File: src/rtl/lvds_rx_align_ctrl_pkg.sv
// Shared definitions for the LVDS receive word-alignment controller.
// This package holds the FSM state type, the default training word,
// the counter widths and a small clog2 helper used for port sizing.
package lvds_rx_align_ctrl_pkg;

  // Alignment FSM states. The 3-bit encoding is fixed here so that every
  // user of the package sees the same values.
  typedef enum logic [2:0] {
    ST_IDLE   = 3'd0,
    ST_HUNT   = 3'd1,
    ST_SLIP   = 3'd2,
    ST_WAIT   = 3'd3,
    ST_VERIFY = 3'd4,
    ST_LOCKED = 3'd5
  } align_state_e;

  // Training word the lane hunts for when no override is given.
  localparam logic [7:0] DEFAULT_TRAIN = 8'h35;

  // Match and loss thresholds go up to 255, so 8 bits is enough.
  localparam int CNT_W = 8;

  // The settle count goes up to 15, so 4 bits is enough.
  localparam int WAIT_W = 4;

  // Ceiling log2 with a floor of one bit, so that a port width is never zero.
  function automatic int clog2_min1(input int value);
    int result;
    result = 0;
    for (int i = 0; i < 31; i++) begin
      if ((1 << i) < value) begin
        result = i + 1;
      end
    end
    return (result < 1) ? 1 : result;
  endfunction

endpackage

File: src/rtl/lvds_rx_align_ctrl_sat_cnt.sv
// Saturating up-counter used for the match, loss and settle counts.
// When clr is high the count restarts. If inc is also high, the count
// restarts at one, so "first hit" can be loaded in a single cycle.
// at_max is high while the count sits at MAX.
module lvds_rx_align_ctrl_sat_cnt #(
  parameter int CW  = 8,
  parameter int MAX = 255
) (
  input  logic clk,
  input  logic rst_n,
  input  logic clr,
  input  logic inc,
  output logic at_max
);

  localparam logic [CW-1:0] MAX_V = CW'(MAX);

  logic [CW-1:0] count_d;
  logic [CW-1:0] count_q;

  // Next count: restart on clear, otherwise step up and stop at MAX.
  always_comb begin
    count_d = count_q;
    if (clr) begin
      count_d = (inc && (MAX_V != '0)) ? CW'(1) : '0;
    end else if (inc && (count_q != MAX_V)) begin
      count_d = count_q + CW'(1);
    end
  end

  // Count register, cleared by the lane reset.
  always_ff @(posedge clk or negedge rst_n) begin
    if (!rst_n) begin
      count_q <= '0;
    end else begin
      count_q <= count_d;
    end
  end

  assign at_max = (count_q == MAX_V);

endmodule

File: src/rtl/lvds_rx_align_ctrl.sv
// Word-alignment controller for one LVDS receive lane.
// The block hunts for the training word and pulses bitslip to the gearbox
// until the framing matches. It declares lock after enough consecutive
// matches, then forwards payload words until a run of code errors drops
// the lock again.
module lvds_rx_align_ctrl
  import lvds_rx_align_ctrl_pkg::*;
#(
  parameter int               WIDTH     = 8,
  parameter logic [WIDTH-1:0] TRAIN     = WIDTH'(DEFAULT_TRAIN),
  parameter int               LOCK_CNT  = 16,
  parameter int               LOSS_CNT  = 4,
  parameter int               SLIP_WAIT = 3
) (
  input  logic                           clk,
  input  logic                           rst_n,
  input  logic                           en,
  input  logic [WIDTH-1:0]               din,
  input  logic                           din_valid,
  input  logic                           din_err,
  output logic                           bitslip,
  output logic                           locked,
  output logic                           align_err,
  output logic [clog2_min1(WIDTH)-1:0]   slip_cnt,
  output logic [WIDTH-1:0]               dout,
  output logic                           dout_valid
);

  localparam int                SLIP_W    = clog2_min1(WIDTH);
  localparam logic [SLIP_W-1:0] SLIP_LAST = SLIP_W'(WIDTH - 1);

  align_state_e      state_d, state_q;
  logic              bitslip_d, bitslip_q;
  logic              locked_d, locked_q;
  logic              align_err_d, align_err_q;
  logic [SLIP_W-1:0] slip_cnt_d, slip_cnt_q;
  logic [WIDTH-1:0]  dout_d, dout_q;
  logic              dout_valid_d, dout_valid_q;

  logic train_hit;
  logic match_clr, match_inc, match_done;
  logic loss_clr, loss_inc, loss_done;
  logic wait_clr, wait_inc, wait_done;

  assign train_hit = (din == TRAIN);

  // Match count. A hit in HUNT loads one, and each further hit in VERIFY
  // adds one. The count restarts everywhere else, and on a miss in VERIFY.
  assign match_clr = !en || (state_q != ST_VERIFY) || (din_valid && !train_hit);
  assign match_inc = en && din_valid && train_hit &&
                     ((state_q == ST_HUNT) || (state_q == ST_VERIFY));

  // Loss count. It tracks consecutive valid errored words while locked,
  // and a clean valid word restarts it.
  assign loss_clr = !en || (state_q != ST_LOCKED) || (din_valid && !din_err);
  assign loss_inc = en && (state_q == ST_LOCKED) && din_valid && din_err;

  // Settle count. It counts the valid words discarded after a bitslip.
  assign wait_clr = !en || (state_q != ST_WAIT);
  assign wait_inc = en && (state_q == ST_WAIT) && din_valid;

  // The at_max flags fire one word early, so the word that reaches the
  // threshold moves the FSM on the same edge.
  lvds_rx_align_ctrl_sat_cnt #(.CW(CNT_W), .MAX(LOCK_CNT - 1)) u_match_cnt (
    .clk    (clk),
    .rst_n  (rst_n),
    .clr    (match_clr),
    .inc    (match_inc),
    .at_max (match_done)
  );

  lvds_rx_align_ctrl_sat_cnt #(.CW(CNT_W), .MAX(LOSS_CNT - 1)) u_loss_cnt (
    .clk    (clk),
    .rst_n  (rst_n),
    .clr    (loss_clr),
    .inc    (loss_inc),
    .at_max (loss_done)
  );

  lvds_rx_align_ctrl_sat_cnt #(.CW(WAIT_W), .MAX(SLIP_WAIT - 1)) u_wait_cnt (
    .clk    (clk),
    .rst_n  (rst_n),
    .clr    (wait_clr),
    .inc    (wait_inc),
    .at_max (wait_done)
  );

  // Next state and next register values. Every output is derived from the
  // state being entered, so bitslip and locked line up with that state.
  always_comb begin
    state_d      = state_q;
    bitslip_d    = 1'b0;
    locked_d     = 1'b0;
    align_err_d  = align_err_q;
    slip_cnt_d   = slip_cnt_q;
    dout_d       = dout_q;
    dout_valid_d = 1'b0;
    if (!en) begin
      state_d     = ST_IDLE;
      align_err_d = 1'b0;
      slip_cnt_d  = '0;
    end else begin
      unique case (state_q)
        ST_IDLE: state_d = ST_HUNT;
        ST_HUNT: begin
          if (din_valid) begin
            state_d = train_hit ? ST_VERIFY : ST_SLIP;
          end
        end
        ST_SLIP: state_d = ST_WAIT;
        ST_WAIT: begin
          if (din_valid && wait_done) begin
            state_d = ST_HUNT;
          end
        end
        ST_VERIFY: begin
          if (din_valid) begin
            if (!train_hit) begin
              state_d = ST_SLIP;
            end else if (match_done) begin
              state_d = ST_LOCKED;
            end
          end
        end
        ST_LOCKED: begin
          if (din_valid && din_err && loss_done) begin
            state_d = ST_HUNT;
          end
        end
        default: state_d = ST_IDLE;
      endcase

      // SLIP always lasts one cycle, so entering it gives a one-cycle pulse.
      // All phases have been tried once the slip count wraps.
      if (state_d == ST_SLIP) begin
        bitslip_d = 1'b1;
        if (slip_cnt_q == SLIP_LAST) begin
          slip_cnt_d  = '0;
          align_err_d = 1'b1;
        end else begin
          slip_cnt_d = slip_cnt_q + SLIP_W'(1);
        end
      end

      // Payload is forwarded only while the lane stays locked. The word that
      // completes the lock is therefore dropped, and so is the word that
      // loses it.
      if ((state_q == ST_LOCKED) && (state_d == ST_LOCKED)) begin
        dout_d       = din;
        dout_valid_d = din_valid;
      end

      locked_d = (state_d == ST_LOCKED);
    end
  end

  // FSM state and all registered outputs, cleared by the lane reset.
  always_ff @(posedge clk or negedge rst_n) begin
    if (!rst_n) begin
      state_q      <= ST_IDLE;
      bitslip_q    <= 1'b0;
      locked_q     <= 1'b0;
      align_err_q  <= 1'b0;
      slip_cnt_q   <= '0;
      dout_q       <= '0;
      dout_valid_q <= 1'b0;
    end else begin
      state_q      <= state_d;
      bitslip_q    <= bitslip_d;
      locked_q     <= locked_d;
      align_err_q  <= align_err_d;
      slip_cnt_q   <= slip_cnt_d;
      dout_q       <= dout_d;
      dout_valid_q <= dout_valid_d;
    end
  end

  assign bitslip    = bitslip_q;
  assign locked     = locked_q;
  assign align_err  = align_err_q;
  assign slip_cnt   = slip_cnt_q;
  assign dout       = dout_q;
  assign dout_valid = dout_valid_q;

endmodule

File: config.mk
export PLATFORM = sky130hd
export DESIGN_NAME = lvds_rx_align_ctrl
export DESIGN_NICKNAME = d
export VERILOG_FILES = /design/src/rtl/lvds_rx_align_ctrl_pkg.sv /design/src/rtl/lvds_rx_align_ctrl_sat_cnt.sv /design/src/rtl/lvds_rx_align_ctrl.sv
export SDC_FILE = /design/constraint.sdc
export NUM_CORES = 1
export LEC_CHECK = 0
export ABC_CLOCK_PERIOD_IN_PS = 2100
export BUFFER_PORTS_ARGS = -buffer_cell sky130_fd_sc_hd__buf_4
export CORE_MARGIN = 4
export CORE_UTILIZATION = 56
export DETAILED_ROUTE_END_ITERATION = 6
export PLACE_DENSITY = 0.89
export SYNTH_ARGS = -nofsm -noshare
export SYNTH_HDL_FRONTEND = slang
export SYNTH_SLANG_ARGS = --single-unit
File: constraint.sdc
create_clock -name clk -period 2.1 [get_ports clk]
set_input_delay 0.42 -clock clk [delete_from_list [all_inputs] [get_ports clk]]
set_output_delay 0.42 -clock clk [all_outputs]
set_load 0.01 [all_outputs]
# Word level (Yosys, flattened, before mapping)
# Cells that the tools add are included.
# totals
ram_bits	0
reg_bits	38
rom_bits	0
out_inout_bits	15
elab_cells	96
memories	0
latchBits	0
# classes
div	0
eq_ne	20
shifts	0
addsub	4
multipliers	0
bitwise_logic	0
n_mux	30
n_reduce_logical	32
magnitude_cmp	0
# op_table
operator	count
two-way mux 3 bit	12
two-way mux 8 bit	4
case mux 3 bit (6 select lines)	1
logical AND 1 bit	17
adder 8 x 1 -> 8 bit (second input constant)	2
== test 3 bit (second input constant)	4
two-way mux 1 bit	11
== test 3 x 2 -> 1 bit (second input constant)	3
== test 8 x 2 -> 1 bit (second input constant)	1
== test 8 x 4 -> 1 bit (second input constant)	1
== test 8 x 6 -> 1 bit (second input constant)	1
two-way mux 4 bit	2
!= test 8 x 2 -> 1 bit (second input constant)	1
!= test 8 x 4 -> 1 bit (second input constant)	1
logical OR 1 bit	6
!= test 3 bit (second input constant)	2
nonzero test 2 bit	3
adder 4 x 1 -> 4 bit (second input constant)	1
== test 4 x 2 -> 1 bit (second input constant)	1
!= test 2 x 1 -> 1 bit (second input constant)	2
!= test 4 x 2 -> 1 bit (second input constant)	1
AND reduction 2 bit	2
adder 3 x 1 -> 3 bit (second input constant)	1
== test 3 x 1 -> 1 bit (second input constant)	1
other kinds (3)	5

# Longest topological paths before layout
# depth
depth_word	10
depth_mapped	7
depth_no_buf	6

# Hierarchy
# Synthesis repeated with hierarchy kept, for this count alone.
# hier_totals
hier_cells	199
hier_area_um2	2112.0
# modules_own_cells
module	seq_area_each_um2	cells_each	n_inst	area_each_um2
lvds_rx_align_ctrl	450.4	82	1	973.4
lvds_rx_align_ctrl_sat_cnt (u_match_cnt)	200.2	48	1	449.2
lvds_rx_align_ctrl_sat_cnt (u_loss_cnt)	200.2	46	1	441.7
lvds_rx_align_ctrl_sat_cnt (u_wait_cnt)	100.1	23	1	247.7

# Worst setup path after synthesis
# No wires, ideal clock.
# synth_timing
path_kind	input-to-reg
startpoint	in din[6]
endpoint	reg u_match_cnt.count_q[6]
stages	5
required_time_ps	2018
n_path_buf	1
setup_ps	82
setup_slack_ps	169
t_arrival_ps	1848
cell_sequence	nand4bb_1 or4_1 clkbuf_1 or4_1 a21oi_1
# synth_via
elab_chain_len	5
# synth_lines
item	line	rtl
start, declared	lvds_rx_align_ctrl.sv:18	input logic [WIDTH-1:0] din,
== test 8 x 6 -> 1 bit (*)	lvds_rx_align_ctrl.sv:45	assign train_hit = (din == TRAIN);
zero test 1 bit / logical AND 1 bit (equally long branches)	-	
logical AND 1 bit (on tied branches)	lvds_rx_align_ctrl.sv:49, lvds_rx_align_ctrl.sv:50	
logical OR 1 bit / logical AND 1 bit (equally long branches)	lvds_rx_align_ctrl.sv:49, lvds_rx_align_ctrl_sat_cnt.sv:26	
two-way mux 8 bit / nonzero test 2 bit (equally long branches)	-	
end signal, assigned	lvds_rx_align_ctrl_sat_cnt.sv:36	count_q <= count_d;
end, declared	lvds_rx_align_ctrl_sat_cnt.sv:19	logic [CW-1:0] count_q;
# Every way passes the cells marked *; elsewhere a longest branch is shown, timed or not.
# A chain may end at the register's enable or synchronous reset.

# Worst setup path after layout
# layout_timing
startpoint	reg u_loss_cnt.count_q[0]
endpoint	reg dout_q[0], in the netlist dout[0]
# layout_via
elab_chain_len	8
# layout_lines
item	line	rtl
start, declared	lvds_rx_align_ctrl_sat_cnt.sv:19	
start signal, assigned	lvds_rx_align_ctrl_sat_cnt.sv:36	
== test 8 x 2 -> 1 bit	lvds_rx_align_ctrl_sat_cnt.sv:40	assign at_max = (count_q == MAX_V);
logical AND 1 bit	lvds_rx_align_ctrl.sv:126	if (din_valid && din_err && loss_done) begin
two-way mux 3 bit	lvds_rx_align_ctrl.sv:126	
case mux 3 bit (6 select lines)	lvds_rx_align_ctrl.sv:103	unique case (state_q)
two-way mux 3 bit	lvds_rx_align_ctrl.sv:98	if (!en) begin
== test 3 bit	lvds_rx_align_ctrl.sv:148	if ((state_q == ST_LOCKED) && (state_d == ST_LOCKED)) begin
logical AND 1 bit	lvds_rx_align_ctrl.sv:148	
AND reduction 2 bit (no source line)	-	
end signal, assigned	lvds_rx_align_ctrl.sv:173	dout_q <= dout_d;
end, declared	lvds_rx_align_ctrl.sv:37	logic [WIDTH-1:0] dout_d, dout_q;
# No other way between the ends. The select of a mux whose other input is x is not followed.

==> reports/qor.yml <==
placement:
  place_hpwl_mm: 3.019
  portBuffers: 27
  gp_congestion: 0.8442
layout:
  layout-drive-gt1-share: 0.2875
  layout_commonest_cell: "buf_4"
  final_cell_mix: "46 x buf_4, 38 x dfrtp_1, 13 x nand2_1, 13 x a21oi_1, 10 x o21ai_0"
  syn_to_final_growth_pct: 22.60
  num-fill-cells: 237
  num_antenna_cells: 0
  final_net_count: 259
clock_network:
  h-tree-depth: 2
  root_buffer: "clkbuf_4"
  cts-hold-fix-buffers: 0
  cts_buffers: 5
  clk_latency_ns: 0.34
  cts.sinks: 38
  path_clk_slew_ns: 0.11
  cts_tree: "yes"
  cts_buffer_depth: 2
drt:
  firstDrtPassIters: 4
  highest_layer: "met4"
  dr_wl_met2_mm: 2.041
  avgRoutedWirePerCell_um: 14.47
  vias_per_cell: 5.829
  routed_wl_mm: 4.138
  met3_length_um: 205
  post-route-drc-count: 0
  drtIter0Drc: 172
  wl_met1_mm: 1.836
  vias: 1667
  ant_nets: 0
timing:
  finalHoldViolCount: 0
  min_period_ns: 1.942
  finalMaxSlewViolations: 0
  timing.slew.headroom: 0.6191
  tightest_slew_ns: 0.5636
  fmax_mhz: 515.0
  timing.setup.tns_ns: 0
  rsz0062_at_grt: "false"
  setup_viol: 0
  skew_ns: 0.01229
  fin_crit_sh: 0.9246
synthesis:
  synth_edf_count: 0
  synth.largest_area_cell: "dfrtp_1"
  yosys-top-cells-area: "dfrtp_1 48%, mux2_2 4.5%, ha_1 3.8%"
  syn_inst: 195
  yosys.area.top_type_share: 0.4759
  seq_area_frac_synth: 0.4759
  synth-async-reset-ratio: 1.000
  netlist_area_um2: 1998
  synth_seq_cells: 38
  yosys_most_used_dff: "dfrtp_1"
  syn_nets: 214
  synth_warnings: 0
  synth_cell_types: 45
  synth_area_per_cell_um2: 10.25
global_route:
  antenna_found_initial: 0
  grt_pass1_vias: 1609
  grt_first_pass_wirelength_mm: 7.065
  grt_overflow: 0
  grt_use_total: 0.2037
  grt_max_degree: 39
setup_path:
  cp-start-kind: "flip-flop"
  worstPathRequired_ns: 2.33
  cp-end-kind: "flip-flop"
  crit_type: "reg -> reg"
  critPathArrivalTime_ns: 2.17
  path_max_fanout: 8
floorplan:
  fp.dieH_um: 67.74
  dieArea_um2: 4588
  die_w_um: 67.74
  initial_utilization: 0.5895
  io_pins: 28
  fp.coreArea_um2: 3390
  rows: 21
power_and_ir_drop:
  p_leak_nw: 1.130
  p_sw_mw: 0.2928
  pwr-share-clk: 0.374
  netSwitchingFraction: 0.2158
  power_density_nw_per_um2: 553.9
  peakVddDrop_v: 0.0003121
  intPower_mw: 1.064
  comb_power_share: 0.079
  seqPwrFrac: 0.547
  finalPower_mw: 1.357
run_status:
  status: "finished clean"
hold_path:
  hold_class: "in -> async"
job:
  drv_cap: 0
## logic make-up (layout without fill, tap and decap cells)
logic type,count (synthesis),in the layout,share of synthesized area
flops,38,38,0.4759
buf+inv,17,62,0.03631
fa+ha+maj,6,6,0.03757
simple gates,78,78,0.2386
mux,10,10,0.05511
compound gates,39,39,0.1259
xor+xnor,7,7,0.03068
## synthesized netlist by cell type (4+ instances only)
cell type / instances
o31ai_1: 5
o21ai_0: 10
nand2_1: 13
or4_1: 7
nand3_1: 6
inv_1: 9
a21oi_1: 13
dfrtp_1: 38
nor2_1: 8
ha_1: 6
xnor2_1: 4
clkbuf_1: 5
or3_1: 7
nor2b_1: 6
mux2_2: 8
nand4_1: 6
## state kept, by name, summed over array words and instances (netlist names)
name	count
dout	8
bitslip	1
locked	1
state_q	3
u_wait_cnt.count_q	4
slip_cnt	3
align_err	1
u_match_cnt.count_q	8
dout_valid	1
u_loss_cnt.count_q	8
## cell type report
class                           instances  area (um^2)  area share
Multi-Input combinational cell        140        980.9      0.4004
Clock inverter                          1        30.03     0.01226
Sequential cell                        38        950.9      0.3882
Clock buffer                            6        51.30     0.02094
Timing Repair Buffer                   46        345.3      0.1410
Inverter                                9        33.78     0.01379
Tap cell                               46        57.56     0.02349
## repair_timing
action / 4_1_cts / 5_1_grt
endpoints found under the setup margin: 0 / 1
gates resized for setup: 0 / 1
hold endpoints to repair: 0 / 0
buffers inserted: 0 / 0
## per-stage QoR
stage	std cells	hold WS, ns	worst slack (ns)	area [um^2]	util
finish	286	0.03595	0.1584	2450	0.7228
global route	286	0.06105	0.07775	2450	0.7228
CTS	286	0.04333	0.1105	2444	0.7209
global placement	279	0.4157	-0.02533	2362	0.6969
detailed placement	279	0.4124	-0.04692	2362	0.6969
floorplan	195	0.1244	0.1694	1998	-
## path summary, 6_finish.rpt
path	to	slack, ns	startpoint	cells after the start
max in group asynchronous	u_wait_cnt.count_q[1]$_DFFE_PN0P_	1.73	rst_n	1
setup / recovery	dout[0]$_DFFE_PN0P_	0.16	u_loss_cnt.count_q[0]$_DFFE_PN0P_	5
hold / removal	align_err$_DFFE_PN0P_	0.04	rst_n	1
min in group clk	dout[2]$_DFFE_PN0P_	0.33	din[2]	2
setup reg to reg	dout[0]$_DFFE_PN0P_	0.16	u_loss_cnt.count_q[0]$_DFFE_PN0P_	5
hold reg to reg	dout[7]$_DFFE_PN0P_	0.52	dout[7]$_DFFE_PN0P_	1
## power by group through the flow
stage	Combinational (mW)	Clock [mW]	Sequential, mW
finish	0.108	0.507	0.742
floorplan	0.0418	0	0.759
global placement	0.103	0	0.756
CTS	0.108	0.515	0.742
detailed placement	0.107	0	0.757
global route	0.119	0.544	0.743
## worst max-delay path: stages (launching register included)
cell and delay [ns]:
dfrtp_1 0.36, ha_1 0.20, nor4b_1 0.38, nand4_1 0.19, nand2_1 0.33, mux2_2 0.39
## per-layer routing
| layer | vias up | global-route usage |
|---|---|---|
| li1 | 809 | - |
| met1 | 799 | 0.2569 |
| met2 | 53 | 0.3414 |
| met3 | 6 | 0.04493 |
| met4 | 0 | 0.07342 |
| met5 | - | 0 |
No activity file was read; power rests on OpenSTA's default activity.
